==> src/rtl/cpuclk_switch_sched.sv <==
// CPU clock switch scheduler: chooses HS/LS operation and the divide ratio, sequencing
// every change through LS, with hold-off hysteresis and a sticky ack timeout.
module cpuclk_switch_sched #(
    parameter int unsigned HOLD_CYCLES = 2,
    parameter int unsigned TIMEOUT     = 15,
    parameter int unsigned CW          = 4
) (
    input  logic       lsclk_in,
    input  logic       rst_b,
    input  logic       turbo_en,
    input  logic       ls_req,
    input  logic [1:0] div_cfg,
    input  logic       div_cfg_wr,
    input  logic       err_clr,
    input  logic       hs_ack,
    input  logic       ls_ack,
    output logic       hsclk_sel,
    output logic [1:0] cpuclk_div_sel,
    output logic       ls_grant,
    output logic       switching,
    output logic       timeout_err
);

    typedef enum logic [2:0] {LS_RUN, GO_HS, HS_RUN, GO_LS, HOLD} state_t;

    localparam logic [CW:0]   TMO_LIM   = (CW+1)'(TIMEOUT);
    localparam logic [CW-1:0] HOLD_INIT = CW'(HOLD_CYCLES);

    state_t        state, state_nx;
    logic          hs_meta, hs_ack_s;
    logic [CW-1:0] tmo, tmo_nx, hold, hold_nx;
    logic [CW:0]   tmo_inc;
    logic          err_set;
    logic          sel_q;
    logic [1:0]    div_q, div_nx, pend_div, pend_div_nx;
    logic          pend, pend_nx;
    logic          div_window;

    assign tmo_inc = {1'b0, tmo} + (CW+1)'(1);

    always_comb begin
        state_nx = state;
        tmo_nx   = tmo;
        hold_nx  = hold;
        err_set  = 1'b0;
        case (state)
            LS_RUN: begin
                if (turbo_en && !ls_req && !pend && ls_ack && !timeout_err) begin
                    state_nx = GO_HS;
                    tmo_nx   = '0;
                end
            end
            GO_HS: begin
                tmo_nx = tmo_inc[CW-1:0];
                if (hs_ack_s) begin
                    state_nx = HS_RUN;
                end else if (ls_req || !turbo_en || pend) begin
                    state_nx = GO_LS;
                    tmo_nx   = '0;
                end else if (tmo_inc == TMO_LIM) begin
                    err_set  = 1'b1;
                    state_nx = GO_LS;
                    tmo_nx   = '0;
                end
            end
            HS_RUN: begin
                if (ls_req || !turbo_en || div_cfg_wr || pend) begin
                    state_nx = GO_LS;
                    tmo_nx   = '0;
                end
            end
            GO_LS: begin
                if (ls_ack && !hs_ack_s) begin
                    state_nx = HOLD;
                    hold_nx  = HOLD_INIT;
                end else begin
                    // keeps flagging while stuck so err_clr cannot mask a dead switch
                    if (tmo_inc >= TMO_LIM) err_set = 1'b1;
                    if (tmo_inc <= TMO_LIM) tmo_nx = tmo_inc[CW-1:0];
                end
            end
            HOLD: begin
                if (ls_req)            hold_nx  = HOLD_INIT;
                else if (hold == '0)   state_nx = LS_RUN;
                else                   hold_nx  = hold - CW'(1);
            end
            default: state_nx = LS_RUN;
        endcase
    end

    // divider may only move while the CPU is provably on LS
    assign div_window = (state == LS_RUN || state == HOLD) && ls_ack && !hs_ack_s;

    always_comb begin
        div_nx      = div_q;
        pend_nx     = pend;
        pend_div_nx = pend_div;
        if (div_window) begin
            if (div_cfg_wr) begin
                div_nx  = div_cfg;
                pend_nx = 1'b0;
            end else if (pend) begin
                div_nx  = pend_div;
                pend_nx = 1'b0;
            end
        end else if (div_cfg_wr) begin
            pend_nx     = 1'b1;
            pend_div_nx = div_cfg;
        end
    end

    always_ff @(posedge lsclk_in or negedge rst_b) begin
        if (!rst_b) begin
            state       <= LS_RUN;
            hs_meta     <= 1'b0;
            hs_ack_s    <= 1'b0;
            tmo         <= '0;
            hold        <= '0;
            sel_q       <= 1'b0;
            div_q       <= '0;
            pend        <= 1'b0;
            pend_div    <= '0;
            timeout_err <= 1'b0;
        end else begin
            state       <= state_nx;
            hs_meta     <= hs_ack;
            hs_ack_s    <= hs_meta;
            tmo         <= tmo_nx;
            hold        <= hold_nx;
            sel_q       <= (state_nx == GO_HS) || (state_nx == HS_RUN);
            div_q       <= div_nx;
            pend        <= pend_nx;
            pend_div    <= pend_div_nx;
            timeout_err <= err_set ? 1'b1 : (err_clr ? 1'b0 : timeout_err);
        end
    end

    assign hsclk_sel      = sel_q;
    assign cpuclk_div_sel = div_q;
    assign ls_grant       = ls_ack && !sel_q && (state == LS_RUN || state == HOLD);
    assign switching      = (state == GO_HS) || (state == GO_LS);

endmodule

==> config.mk <==
export PLATFORM = sky130hd
export DESIGN_NAME = cpuclk_switch_sched
export DESIGN_NICKNAME = d
export VERILOG_FILES = /design/src/rtl/cpuclk_switch_sched.sv
export SDC_FILE = /design/constraint.sdc
export NUM_CORES = 1
export LEC_CHECK = 0
export ABC_AREA = 1
export BUFFER_PORTS_ARGS = -buffer_cell sky130_fd_sc_hd__buf_2
export CAP_MARGIN = 20
export CORE_ASPECT_RATIO = 0.8
export CORE_MARGIN = 2
export CORE_UTILIZATION = 55
export CTS_BUF_LIST = sky130_fd_sc_hd__clkbuf_2 sky130_fd_sc_hd__clkbuf_4 sky130_fd_sc_hd__clkbuf_8
export DETAILED_ROUTE_END_ITERATION = 6
export PLACE_DENSITY = 0.79
export SETUP_SLACK_MARGIN = 0.2
export SLEW_MARGIN = 20
export SYNTH_ARGS = -nofsm -noshare
export SYNTH_HDL_FRONTEND = slang
export SYNTH_SLANG_ARGS = --single-unit
==> constraint.sdc <==
create_clock -name lsclk_in -period 2.3 [get_ports lsclk_in]
set_input_delay 0.46 -clock lsclk_in [delete_from_list [all_inputs] [get_ports lsclk_in]]
set_output_delay 0.46 -clock lsclk_in [all_outputs]
set_load 0.005 [all_outputs]
# After elaboration in Yosys (flattened, before gate mapping)
# Index checks and enable logic that the tools add are counted.
# W data, S select, Z words.
dict set report totals {
  regBits 20
  in_bits 10
  out_inout_bits 6
  elab_cells 94
}
dict set report op_classes {
  addsub 2
  n_lt_le_gt_ge 2
  n_eq_ne 13
  muxes 33
  bitwise_logic 1
  reduce_logical 33
}
# cell count
set ops {}
lappend ops {{$mux W4} 10}
lappend ops {{$mux W3} 8}
lappend ops {{$pmux W4 S4} 1}
lappend ops {{$pmux W3 S5} 1}
lappend ops {{$ne A2 B2 Y1 const B} 5}
lappend ops {{$eq A3 B2 Y1 const B} 3}
lappend ops {{$logic_and A1 B1 Y1} 9}
lappend ops {{$mux W1} 9}
lappend ops {{$pmux W4 S2} 1}
lappend ops {{$reduce_bool A2 Y1} 4}
lappend ops {{$logic_or A1 B1 Y1} 7}
lappend ops {{$eq A3 B1 Y1 const B} 2}
lappend ops {{$logic_not A1 Y1} 6}
lappend ops {{$add A4 B1 Y5 const B} 1}
lappend ops {{$eq A5 B4 Y1 const B} 1}
lappend ops {{$ge A5 B4 Y1 const B} 1}
lappend ops {{$le A5 B4 Y1 const B} 1}
lappend ops {{$reduce_and A5 Y1} 1}
lappend ops {{$logic_not A4 Y1} 1}
lappend ops {{$mux W2} 2}
lappend ops {{$reduce_and A2 Y1} 2}
lappend ops {{$reduce_bool A4 Y1} 1}
lappend ops {{$sub A4 B1 Y4 const B} 1}
lappend ops {{$eq A3 B3 Y1 const B} 1}
lappend ops {{5 further kinds} 5}

# Logic depth before layout (Yosys ltp)
# Gate-level depths: netlist (run 1).
dict set report logic_depth {
  ltp_word 9
  depth_mapped 11
  ltp_nobuf 11
}

# Worst setup path after synthesis (run 1)
# OpenSTA, ideal clock, no wires.
dict set report synth_path {
  path_kind {register -> register}
  startpoint {reg tmo[0]}
  endpoint {reg tmo[0]}
  setup_time_ns 0.116
  arrival_ns 1.316
  required_time_ns 2.184
  path_slack_ns 0.867
  stages_incl_launch_ff 11
  n_path_buf 0
  synth_period_minus_slack_ns 1.433
  path_cell_list {dfrtp_1 > inv_1 > ha_1 > o21ai_0 > nand3_1 > inv_1 > nand2_2 > inv_2 > nor2_4 > nand2_1 > nand2_1}
}
dict set report synth_via {
  elab_chain_len 6
  word_cells_on_any_way 11
  classes_between {add/sub (1); order compare (1); eq/ne (2); mux (6); reduce/logical (1)}
}
# element line_no
set synth_rtl {}
lappend synth_rtl {{from (decl)} 31} ;# logic [CW-1:0] tmo, tmo_nx, hold, hold_nx;
lappend synth_rtl {{from (signal assigned)} 128} ;# tmo <= tmo_nx;
lappend synth_rtl {{$add A4 B1 Y5 *} 39} ;# assign tmo_inc = {1'b0, tmo} + (CW+1)'(1);
lappend synth_rtl {{$eq A5 B4 Y1} 60} ;# end else if (tmo_inc == TMO_LIM) begin
lappend synth_rtl {{$mux W4} 60}
lappend synth_rtl {{$mux W4} 57} ;# end else if (ls_req || !turbo_en || pend) begin
lappend synth_rtl {{$mux W4} 55} ;# if (hs_ack_s) begin
lappend synth_rtl {{$pmux W4 S4} 46} ;# case (state)
# Mark *: on every way between the ends. The rest lies on a longest branch, timed or not. The select of a mux whose other input is x is not followed.
# A chain may end at the register's enable or synchronous reset.

# Worst setup path after layout (run 1)
dict set report layout_path {
  startpoint {reg state[1]}
  endpoint {out ls_grant}
}
dict set report layout_via {
  elab_chain_len 3
  word_cells_on_any_way 4
  classes_between {eq/ne (1); reduce/logical (3)}
}
# element line_no
set layout_rtl {}
lappend layout_rtl {{from (decl)} 29} ;# state_t state, state_nx;
lappend layout_rtl {{from (signal assigned)} 125} ;# state <= state_nx;
lappend layout_rtl {{$eq A3 B3 Y1 / $logic_not A3 Y1 (equally long branches)} 140} ;# assign ls_grant = ls_ack && !sel_q && (state == LS_RUN || state == HOLD);
lappend layout_rtl {{$logic_or A1 B1 Y1 *} 140}
lappend layout_rtl {{$logic_and A1 B1 Y1 *} 140}
lappend layout_rtl {{to (decl)} 19} ;# output logic ls_grant,
# Mark *: on every way between the ends. The rest lies on a longest branch, timed or not.

==> results of run 1 <==
[power groups by stage]
| stage | sequential, mW | clock (mW) | combinational, mW |
|---|---|---|---|
| 2_1_floorplan | 0.543 | 0 | 0.496 |
| 3_3_place_gp | 0.558 | 0 | 0.624 |
| 3_5_place_dp | 0.562 | 0 | 0.650 |
| 4_1_cts | 0.555 | 0.170 | 0.655 |
| 5_1_grt | 0.571 | 0.187 | 0.743 |
| 6_report | 0.554 | 0.165 | 0.654 |
[cells in the mapped netlist]
master    instances
nand2_1          47
inv_1            24
dfrtp_1          20
nor2_1           13
nand3_1          12
a21oi_1           9
o21ai_0           8
inv_2             5
ha_1              4
nand2_2           4
nor2_4            4
nand4_1           3
nor3_1            2
o21a_1            2
a21boi_1          1
a31oi_1           1
nand2_4           1
nand3b_4          1
nor2_2            1
nor3_2            1
o21ai_2           1
or2_2             1
xor2_1            1
[per-stage QoR]
step                      cells  total power [mW]  setup slack (ns)  cell area, µm²
after floorplan             166             1.039            0.8675            1229
after global placement      206             1.182            0.7540            1335
after detailed placement    206             1.212            0.7059            1335
after CTS                   209             1.380            0.5458            1358
after global routing        209             1.500            0.4753            1358
final                       209             1.374            0.5565            1358
[final timing paths]
path,end,slack (ns),cells after the start
max in group asynchronous,hs_ack_s$_DFF_PN0_,1.92,1
hold reg to reg,hs_ack_s$_DFF_PN0_,0.36,0
setup reg to reg,tmo[0]$_DFFE_PN0P_,0.68,10
hold / removal,pend_div[1]$_DFFE_PN0P_,0.08,1
setup / recovery,ls_grant,0.56,4
min in group lsclk_in,hs_meta$_DFF_PN0_,0.26,1
[area by class of cell]
class	count	area [µm²]
tap	25	31.28
timing repair buffer	15	75.07
sequential	20	500.5
fill	191	782.0
multi-input combinational	117	619.3
clock buffer	3	22.52
inverter	29	108.9
[sequential cells by signal, summed over array words and instances (netlist names)]
name,count
hs_ack_s,1
hs_meta,1
hsclk_sel,1
cpuclk_div_sel,2
hold,4
state,3
pend,1
timeout_err,1
pend_div,2
tmo,4
[metal layers]
metal  up-vias  wire (µm)  part of all wire [%]
met4         0         33                   1.4
met5         -          0                     0
met2        37       1040                    43
met3         6        171                   7.1
li1        563          -                     -
met1       466       1154                    48
[placed cells by master (no fill, tap or decap)]
cell | netlist | final
nor3_2 | 1 | 1
nand3_1 | 12 | 12
nand4_1 | 3 | 3
or2_2 | 1 | 1
nor2_4 | 4 | 4
inv_1 | 24 | 24
nand2_1 | 47 | 47
nor2_2 | 1 | 1
buf_2 | 0 | 15
o21ai_2 | 1 | 1
nor2_1 | 13 | 13
nand3b_4 | 1 | 1
o21a_1 | 2 | 2
ha_1 | 4 | 4
dfrtp_1 | 20 | 20
nand2_2 | 4 | 4
a21boi_1 | 1 | 1
nor3_1 | 2 | 2
xor2_1 | 1 | 1
nand2_4 | 1 | 1
a31oi_1 | 1 | 1
inv_2 | 5 | 5
a21oi_1 | 9 | 9
o21ai_0 | 8 | 8
clkbuf_4 | 0 | 3
[cell families after synthesis]
logic type,count (synthesis)
buf+inv,29
compound gates,22
simple gates,90
xor+xnor,1
fa+ha+maj,4
flops,20
==> metrics.md, run 1 <==
| Metric | Value |
|---|---|
| Clk pin slew, worst setup/hold paths | `0.11 ns` |
| Clock share of power | `12.0%` |
| Final core occ | `63.45%` |
| Peak VDD IR | `0.6783 mV` |
| RSZ-0062 raised after global routing | `no` |
| Top Usage Layer GRT | `met2` |
| Worst Setup SP | `state[1]$_DFF_PN0_` |
| Synth unique cells | `23` |
| Initial antenna violation count | `0` |
| Crit-path slowest cell | `dfrtp_1` |
| I/O Pins | `16` |
| Syn Inst Count | `166` |
| Flop pwr share | `40.3%` |
| Maxcap violations | `0` |
| DRC Markers | `0` |
| Tmin final | `1.743 ns` |
| Core Area | `2140 µm²` |
| Seq/Total Area, Yosys | `40.73%` |
| GRT Total Usage | `20.22%` |
| P_int | `0.7684 mW` |
| FMAX | `573.6 MHz` |
| R2R Path Start | `tmo[0]$_DFFE_PN0P_` |
| WP data required | `1.84 ns` |
| Sw power | `0.6055 mW` |
| Post-Syn Area | `1229 µm²` |
| Ant. Diodes | `0` |
| Comb power frac | `47.6%` |
| DIE HEIGHT | `46.28 µm` |
| Endpoints failing setup | `0` |
| Simple-gate portion of the synthesized area | `35.64%` |
| Vias/cell | `5.129` |
| Post-Syn Area per Cell | `7.402 µm²` |
| Adder and majority gate portion of the synthesized area | `4.073%` |
| Status | `complete, no violations` |
| Starting Density | `57.43%` |
| Largest cells by area after synthesis | `dfrtp_1 41%, nand2_1 14%, inv_1 7.3%` |
| Slew HR | `70.74%` |
| Post-CTS Hold Buffers | `0` |
| First-pass GRT wire length | `3946 µm` |
| Syn nets | `180` |
| Worst-path maximum fanout | `5` |
| Synth top area share | `40.73%` |
| Final WL | `2399 µm` |
| CTS Buf Count | `3` |
| Setup TNS | `0 ns` |
| Postcts setup bufs | `0` |
| Largest net degree at the start of global routing | `21` |
| Largest family of logic cells by synthesized area | `simple AND/OR/NAND/NOR gates` |
| Drt pass-1 iters | `4` |
| Crit Path Category | `flop to output pin` |
| Met1 Use GR | `27.69%` |
| Compound-gate portion of the synthesized area | `9.980%` |
| Via count | `1,072` |
| CP Launch Type | `flop` |
| Gpl congestion | `0.8619` |
| Cell Pwr Density | `1012 nW/µm²` |
| Yosys reg bits | `20` |
| Synth area leader | `dfrtp_1` |
| H-tree depth | `1` |
| Skew final | `0.004238 ns` |
| Final ANT Viol Nets | `0` |
| Layout cells sized above 1 | `20.11%` |
| Mux cell area share after synthesis | `0%` |
| CTS tree | `built` |
| Net count, final | `200` |
| XOR/XNOR share of the synthesized area | `0.7128%` |
| Endpoint class of the critical path | `output pin` |
| Worst EP arrival | `1.28 ns` |
| Slew @ Worst Pin | `0.4388 ns` |
| Synth warn | `0` |
| Slew Limit Fails | `0` |
| PortBufs | `15` |
| DR WL/cell | `11.48 µm` |
| Initial DRC count | `55` |
| CTS root buf | `clkbuf_4` |
| Critical-path cell list | `inv_1 -> nand2_2 -> nor3_1 -> buf_2` |
| M2 GR Usage | `31.16%` |
| DP HPWL | `1926 µm` |
| Clock Sinks | `20` |
| CP delay by family, top | `flip-flops` |
| Cts repair resizes | `0` |
| P&R area growth vs syn | `10.49%` |
| GR Overflow Total | `0` |
| P_leak | `0.7115 nW` |
| Fin. Hold Viols | `0` |
| Worst hold margin | `0.08056 ns` |
| Clock buffer depth | `2` |
| Vias in the first global route | `929` |
| Sw frac | `44.07%` |
| Worst skew pair latency | `0.30 ns` |
| Crit path largest cell delay | `0.41 ns` |
| GR Layer Usage met3 | `5.899%` |
| Num rows | `15` |
| Die area | `2631 µm²` |
| Die width | `56.85 µm` |
| Buf/Inv on CP | `2` |
| Worst min path class | `input pin to async pin` |
| Fin crit share | `75.80%` |
Power figures use the tool's default switching activity.
==> inputs of run 2 (changes only) <==
==> constraint.sdc (replaced) <==
create_clock -name lsclk_in -period 1.8 [get_ports lsclk_in]
set_input_delay 0.36 -clock lsclk_in [delete_from_list [all_inputs] [get_ports lsclk_in]]
set_output_delay 0.36 -clock lsclk_in [all_outputs]
set_load 0.005 [all_outputs]
==> metrics.md, run 2 (synthesized netlist as in run 1, its figures left out) <==
| Metric | Value |
|---|---|
| Status | `complete, no violations` |
| Starting Density | `57.43% (unchanged)` |
| Cell Pwr Density | `1326 nW/µm² (+31%)` |
| FMAX | `648.7 MHz` |
| R2R Path Start | `tmo[0]$_DFFE_PN0P_` |
| Layout cells sized above 1 | `26.46% (+6.3 points)` |
| Slew @ Worst Pin | `0.4343 ns (-0.004510 ns)` |
| DRC Markers | `0 (unchanged)` |
| Maxcap violations | `0 (unchanged)` |
| DR WL/cell | `11.59 µm (+0.96%)` |
| Endpoint class of the critical path | `output pin` |
| Cells on worst reg2reg path | `10 (unchanged)` |
| I/O Pins | `16 (unchanged)` |
| Core Area | `2140 µm² (unchanged)` |
| First-pass GRT wire length | `3995 µm (+1.2%)` |
| PortBufs | `15 (unchanged)` |
| RR Endpoint | `tmo[3]$_DFFE_PN0P_` |
| CTS root buf | `clkbuf_4` |
| Final WL | `2480 µm (+3.4%)` |
| Worst-path maximum fanout | `5 (unchanged)` |
| Tmin final | `1.542 ns` |
| Largest regs | `hold x4, tmo x4, state x3` |
| Initial DRC count | `47 (-15%)` |
| CTS tree | `built` |
| Clock Sinks | `20 (unchanged)` |
| Fin crit share | `85.65%` |
| Num rows | `15 (unchanged)` |
| Most frequent cells in the layout | `45 x nand2_1, 23 x inv_1, 19 x dfrtp_1` |
| Worst min path class | `input pin to flop` |
| Crit path largest cell delay | `0.41 ns (about the same)` |
| R2R Setup Slk | `0.32 ns (-0.36 ns)` |
| CP Launch Type | `flop` |
| Largest net degree at the start of global routing | `21 (unchanged)` |
| GRT Total Usage | `20.76% (+0.54 points)` |
| Gpl congestion | `0.8135 (-5.6%)` |
| Clock buffer depth | `2 (unchanged)` |
| DP HPWL | `1842 µm (-4.4%)` |
| Die area | `2631 µm² (unchanged)` |
| Peak VDD IR | `0.9597 mV (+41%)` |
| Skew final | `0.007840 ns (+0.003602 ns)` |
| P_leak | `0.7463 nW (+4.9%)` |
| Crit-path slowest cell | `dfrtp_1` |
| Crit Path Category | `flop to output pin` |
| CTS Buf Count | `3 (unchanged)` |
| Setup crit end | `ls_grant` |
| Worst skew pair latency | `0.31 ns (about the same)` |
| Drt pass-1 iters | `4 (unchanged)` |
| P&R area growth vs syn | `16.70%` |
| Ant. Diodes | `0 (unchanged)` |
| FILL cells | `195 (+2.1%)` |
| Via count | `1,139 (+6.3%)` |
| Worst Setup SP | `state[0]$_DFF_PN0_` |
| Die width | `56.85 µm (unchanged)` |
| Most common cell after layout, fill and taps aside | `nand2_1` |
| Initial antenna violation count | `0 (unchanged)` |
| Net count, final | `204 (+2.0%)` |
| Slew Limit Fails | `0 (unchanged)` |
| Slew HR | `71.04% (+0.30 points)` |
| Vias/cell | `5.322 (+3.8%)` |
| Fin. Hold Viols | `0 (unchanged)` |
| DIE HEIGHT | `46.28 µm (unchanged)` |
| GR Overflow Total | `0 (unchanged)` |
| Clk pin slew, worst setup/hold paths | `0.12 ns (about the same)` |
| Final ANT Viol Nets | `0 (unchanged)` |
| Vias in the first global route | `949 (+2.2%)` |
| WP data required | `1.44 ns (-0.40 ns)` |
| H-tree depth | `1 (unchanged)` |
| Worst EP arrival | `1.18 ns (-0.10 ns)` |
| Endpoints failing setup | `0 (unchanged)` |
| Critical-path cell list | `inv_2 -> nand2_4 -> nor3_2 -> buf_2` |
| Setup TNS | `0 ns (unchanged)` |
| RSZ-0062 raised after global routing | `yes` |
| Worst hold margin | `0.1585 ns (+0.07794 ns)` |
run 2: final cells by class:
| type | count | area [µm²] | area share, % |
|---|---|---|---|
| Timing Repair Buffer | 19 | 107.6 | 7.504 |
| Sequential cell | 20 | 501.7 | 34.99 |
| Multi-Input combinational cell | 117 | 648.1 | 45.20 |
| Tap cell | 25 | 31.28 | 2.181 |
| Inverter | 29 | 108.9 | 7.592 |
| Clock buffer | 4 | 36.28 | 2.531 |
run 2: worst min-delay path by stage:
stage | slack (ns) | cells after the start | end | from
floorplan | 0.06 | 0 | cpuclk_div_sel[0]$_DFFE_PN0P_ | rst_b
global placement | 0.32 | 1 | pend_div[0]$_DFFE_PN0P_ | rst_b
detailed placement | 0.33 | 1 | pend_div[0]$_DFFE_PN0P_ | rst_b
CTS | 0.14 | 1 | hs_meta$_DFF_PN0_ | hs_ack
global route | 0.13 | 1 | hs_meta$_DFF_PN0_ | hs_ack
finish | 0.16 | 1 | hs_meta$_DFF_PN0_ | hs_ack
run 2: per-stage QoR:
step | cell area, µm² | utilization [%] | power, mW | setup WS [ns] | std cells
global placement | 1335 | 62.40 | 1.506 | 0.2798 | 206
CTS | 1389 | 64.91 | 1.834 | 0.2014 | 212
floorplan | 1229 | - | 1.327 | 0.3675 | 166
finish | 1434 | 67.02 | 1.902 | 0.2584 | 214
global route | 1434 | 67.02 | 2.087 | 0.1667 | 214
detailed placement | 1335 | 62.40 | 1.542 | 0.2175 | 206
run 2: timing repair:
action / CTS / global route
resized for setup: 1 / 10
buffers inserted: 1 / 2
hold buffers: 1 / 0
endpoints found under the setup margin: 2 / 8
endpoints found under the hold margin: 20 / 0
run 2: power by group:
part | switching [mW] | leakage, nW | total, mW | internal (mW)
Combinational | 0.560 | 0.480 | 0.932 | 0.373
Sequential | 0.116 | 0.246 | 0.706 | 0.589
Clock | 0.141 | 0.0210 | 0.264 | 0.124
run 2: worst max-delay path, delay by kind of cell, from the launching register on:
kind,cells,cell delay (ns)
flip-flops,1,0.41
buffers and inverters,2,0.24
AND/OR/NAND/NOR,2,0.22
run 2: layer usage:
layer,global-route usage (%),routed length [µm],up-vias
met2,31.86,1155,44
met3,7.022,167,4
met5,0,0,-
li1,-,-,571
met1,26.88,1127,520
met4,9.767,29,0
==> inputs of run 3 (changes only) <==
--- a/config.mk
+++ b/config.mk
@@ -10,10 +10,10 @@
 export CAP_MARGIN = 20
 export CORE_ASPECT_RATIO = 0.8
 export CORE_MARGIN = 2
-export CORE_UTILIZATION = 55
+export CORE_UTILIZATION = 35
 export CTS_BUF_LIST = sky130_fd_sc_hd__clkbuf_2 sky130_fd_sc_hd__clkbuf_4 sky130_fd_sc_hd__clkbuf_8
 export DETAILED_ROUTE_END_ITERATION = 6
-export PLACE_DENSITY = 0.79
+export PLACE_DENSITY = 0.56
 export SETUP_SLACK_MARGIN = 0.2
 export SLEW_MARGIN = 20
 export SYNTH_ARGS = -nofsm -noshare
==> metrics.md, run 3 (synthesized netlist as in run 1, its figures left out) <==
| Metric | Value |
|---|---|
| Status | `complete, no violations` |
| Clock Sinks | `20 (unchanged)` |
| Clock share of power | `15.2% (+1.3 points)` |
| CTS Buf Count | `3 (unchanged)` |
| Endpoint class of the critical path | `output pin` |
| Endpoints failing setup | `0 (unchanged)` |
| R2R Path Start | `tmo[0]$_DFFE_PN0P_` |
| Place WS | `0.2213 ns (+0.003794 ns)` |
| Vias in the first global route | `938 (-1.2%)` |
| Most common cell after layout, fill and taps aside | `nand2_1` |
| Worst EP arrival | `1.14 ns (-0.04 ns)` |
| Num rows | `19 (+4)` |
| PortBufs | `15 (unchanged)` |
| Peak VDD IR | `0.5309 mV (-45%)` |
| FMAX | `665.8 MHz (+2.6%)` |
| GR Overflow Total | `0 (unchanged)` |
| DR WL/cell | `10.26 µm (-11%)` |
| CP Launch Type | `flop` |
| Tmin final | `1.502 ns (-0.03957 ns)` |
| Crit Path Category | `flop to output pin` |
| Slew Limit Fails | `0 (unchanged)` |
| RSZ-0062 raised after global routing | `yes` |
| CTS tree | `built` |
| Sw power | `0.7905 mW (-3.2%)` |
| P_int | `1.117 mW (+2.9%)` |
| Core Area | `3400 µm² (+59%)` |
| Worst skew pair latency | `0.26 ns (-0.05 ns)` |
| Pwr Total | `1.907 mW (+0.27%)` |
| DP HPWL | `1851 µm (+0.49%)` |
| Final WL | `2350 µm (-5.2%)` |
| Initial DRC count | `67 (+43%)` |
| FILL cells | `355 (+82%)` |
| Largest net degree at the start of global routing | `21 (unchanged)` |
| Initial antenna violation count | `0 (unchanged)` |
| First-pass GRT wire length | `4029 µm (+0.85%)` |
| GRT Total Usage | `12.90% (-7.9 points)` |
| Die width | `70.25 µm (+24%)` |
| Drt pass-1 iters | `4 (unchanged)` |
| P&R area growth vs syn | `18.02%` |
| Sw frac | `41.45% (-1.5 points)` |
| Final core occ | `42.66% (-24 points)` |
| Skew final | `0.004986 ns (-0.002853 ns)` |
| Flop pwr share | `37.1% (about the same)` |
| Cell Pwr Density | `1315 nW/µm² (-0.85%)` |
| Largest regs | `hold x4, tmo x4, state x3` |
| H-tree depth | `1 (unchanged)` |
| Fin. Hold Viols | `0 (unchanged)` |
| Clock buffer depth | `2 (unchanged)` |
| Worst setup margin | `0.2979 ns (+0.03957 ns)` |
| Worst min path class | `input pin to async pin` |
| Worst-path maximum fanout | `5 (unchanged)` |
| Maxcap violations | `0 (unchanged)` |
| Starting Density | `36.14% (-21 points)` |
| Setup TNS | `0 ns (unchanged)` |
| Post-CTS Hold Buffers | `0 (-1)` |
| P_leak | `0.7388 nW (-1.0%)` |
| Slew @ Worst Pin | `0.4339 ns (-0.0004314 ns)` |
| Slew HR | `71.07% (about the same)` |
| Area after DPL | `1356 µm² (+1.6%)` |
| Gpl congestion | `0.8646 (+6.3%)` |
| Cell area after layout | `1450 µm² (+1.1%)` |
| Most frequent cells in the layout | `45 x nand2_1, 23 x inv_1, 19 x dfrtp_1` |
| Worst Setup SP | `state[0]$_DFF_PN0_` |
| Final ANT Viol Nets | `0 (unchanged)` |
| WP data required | `1.44 ns (about the same)` |
| Die area | `4004 µm² (+52%)` |
| DRC Markers | `0 (unchanged)` |
| Comb power frac | `47.7% (-1.3 points)` |
| CTS root buf | `clkbuf_8` |
| Net count, final | `203 (-0.49%)` |
| Via count | `1,055 (-7.4%)` |
| Ant. Diodes | `0 (unchanged)` |
| Clk pin slew, worst setup/hold paths | `0.07 ns (-0.05 ns)` |
| DIE HEIGHT | `57.00 µm (+23%)` |
| Vias/cell | `4.607 (-13%)` |
| Layout cells sized above 1 | `25.67% (-0.79 points)` |
| Fin crit share | `83.45% (-2.2 points)` |
| I/O Pins | `16 (unchanged)` |
==> run 3: cell types whose count changed in the layout (fill, tap and decap cells not counted), sizes merged <==
cell and delta:
clkbuf -1, dlygate4sd3 -1
==> run 3: timing repair <==
action / in CTS / in global routing
resized for setup: 0 / 9
setup buffers: 0 / 3
endpoints found under the setup margin: 0 / 6
==> run 3: power by group through the flow <==
stage	logic, mW	registers, mW	clock network (mW)
floorplan	0.634	0.694	0
CTS	0.825	0.703	0.300
finish	0.910	0.707	0.290
global route	1.05	0.728	0.321
global placement	0.817	0.707	0
detailed placement	0.822	0.709	0
==> run 3: metal layers <==
layer	share of wire [%]	global-route usage (%)
met5	0	0
met4	1.6	5.220
met3	4.3	3.710
met2	44	18.87
met1	50	18.04
==> run 3: path summary, 6_finish.rpt <==
check	cells past startpoint	endpoint	slack, ns
worst max-delay path	4	ls_grant	0.30
worst min-delay path	1	hsclk_sel$_DFF_PN0_	0.04
worst max register to register	10	tmo[0]$_DFFE_PN0P_	0.34
worst min register to register	0	hs_ack_s$_DFF_PN0_	0.35
max in group asynchronous	1	tmo[1]$_DFFE_PN0P_	1.44
min in group lsclk_in	1	hs_meta$_DFF_PN0_	0.21
==> run 3: through the flow <==
step,instances,hold WS [ns]
3_5_place_dp,223,0.3355
4_1_cts,226,0.05236
5_1_grt,229,0.07590
2_1_floorplan,166,0.06441
6_report,229,0.03505
3_3_place_gp,223,0.3322
==> run 3: worst max-delay path, stage by stage, from the launching register on <==
cell	delay, ns
dfrtp_1	0.42
inv_2	0.10
nand2_2	0.11
nor3_1	0.13
buf_2	0.13
==> run 3: cell type report <==
| class | instances | area (µm²) | share of cell area, % |
|---|---|---|---|
| Clock buffer | 3 | 41.29 | 2.847 |
| Timing Repair Buffer | 18 | 97.59 | 6.730 |
| Tap cell | 42 | 52.55 | 3.624 |
| Inverter | 29 | 108.9 | 7.506 |
| Multi-Input combinational cell | 117 | 648.1 | 44.69 |
| Sequential cell | 20 | 501.7 | 34.60 |
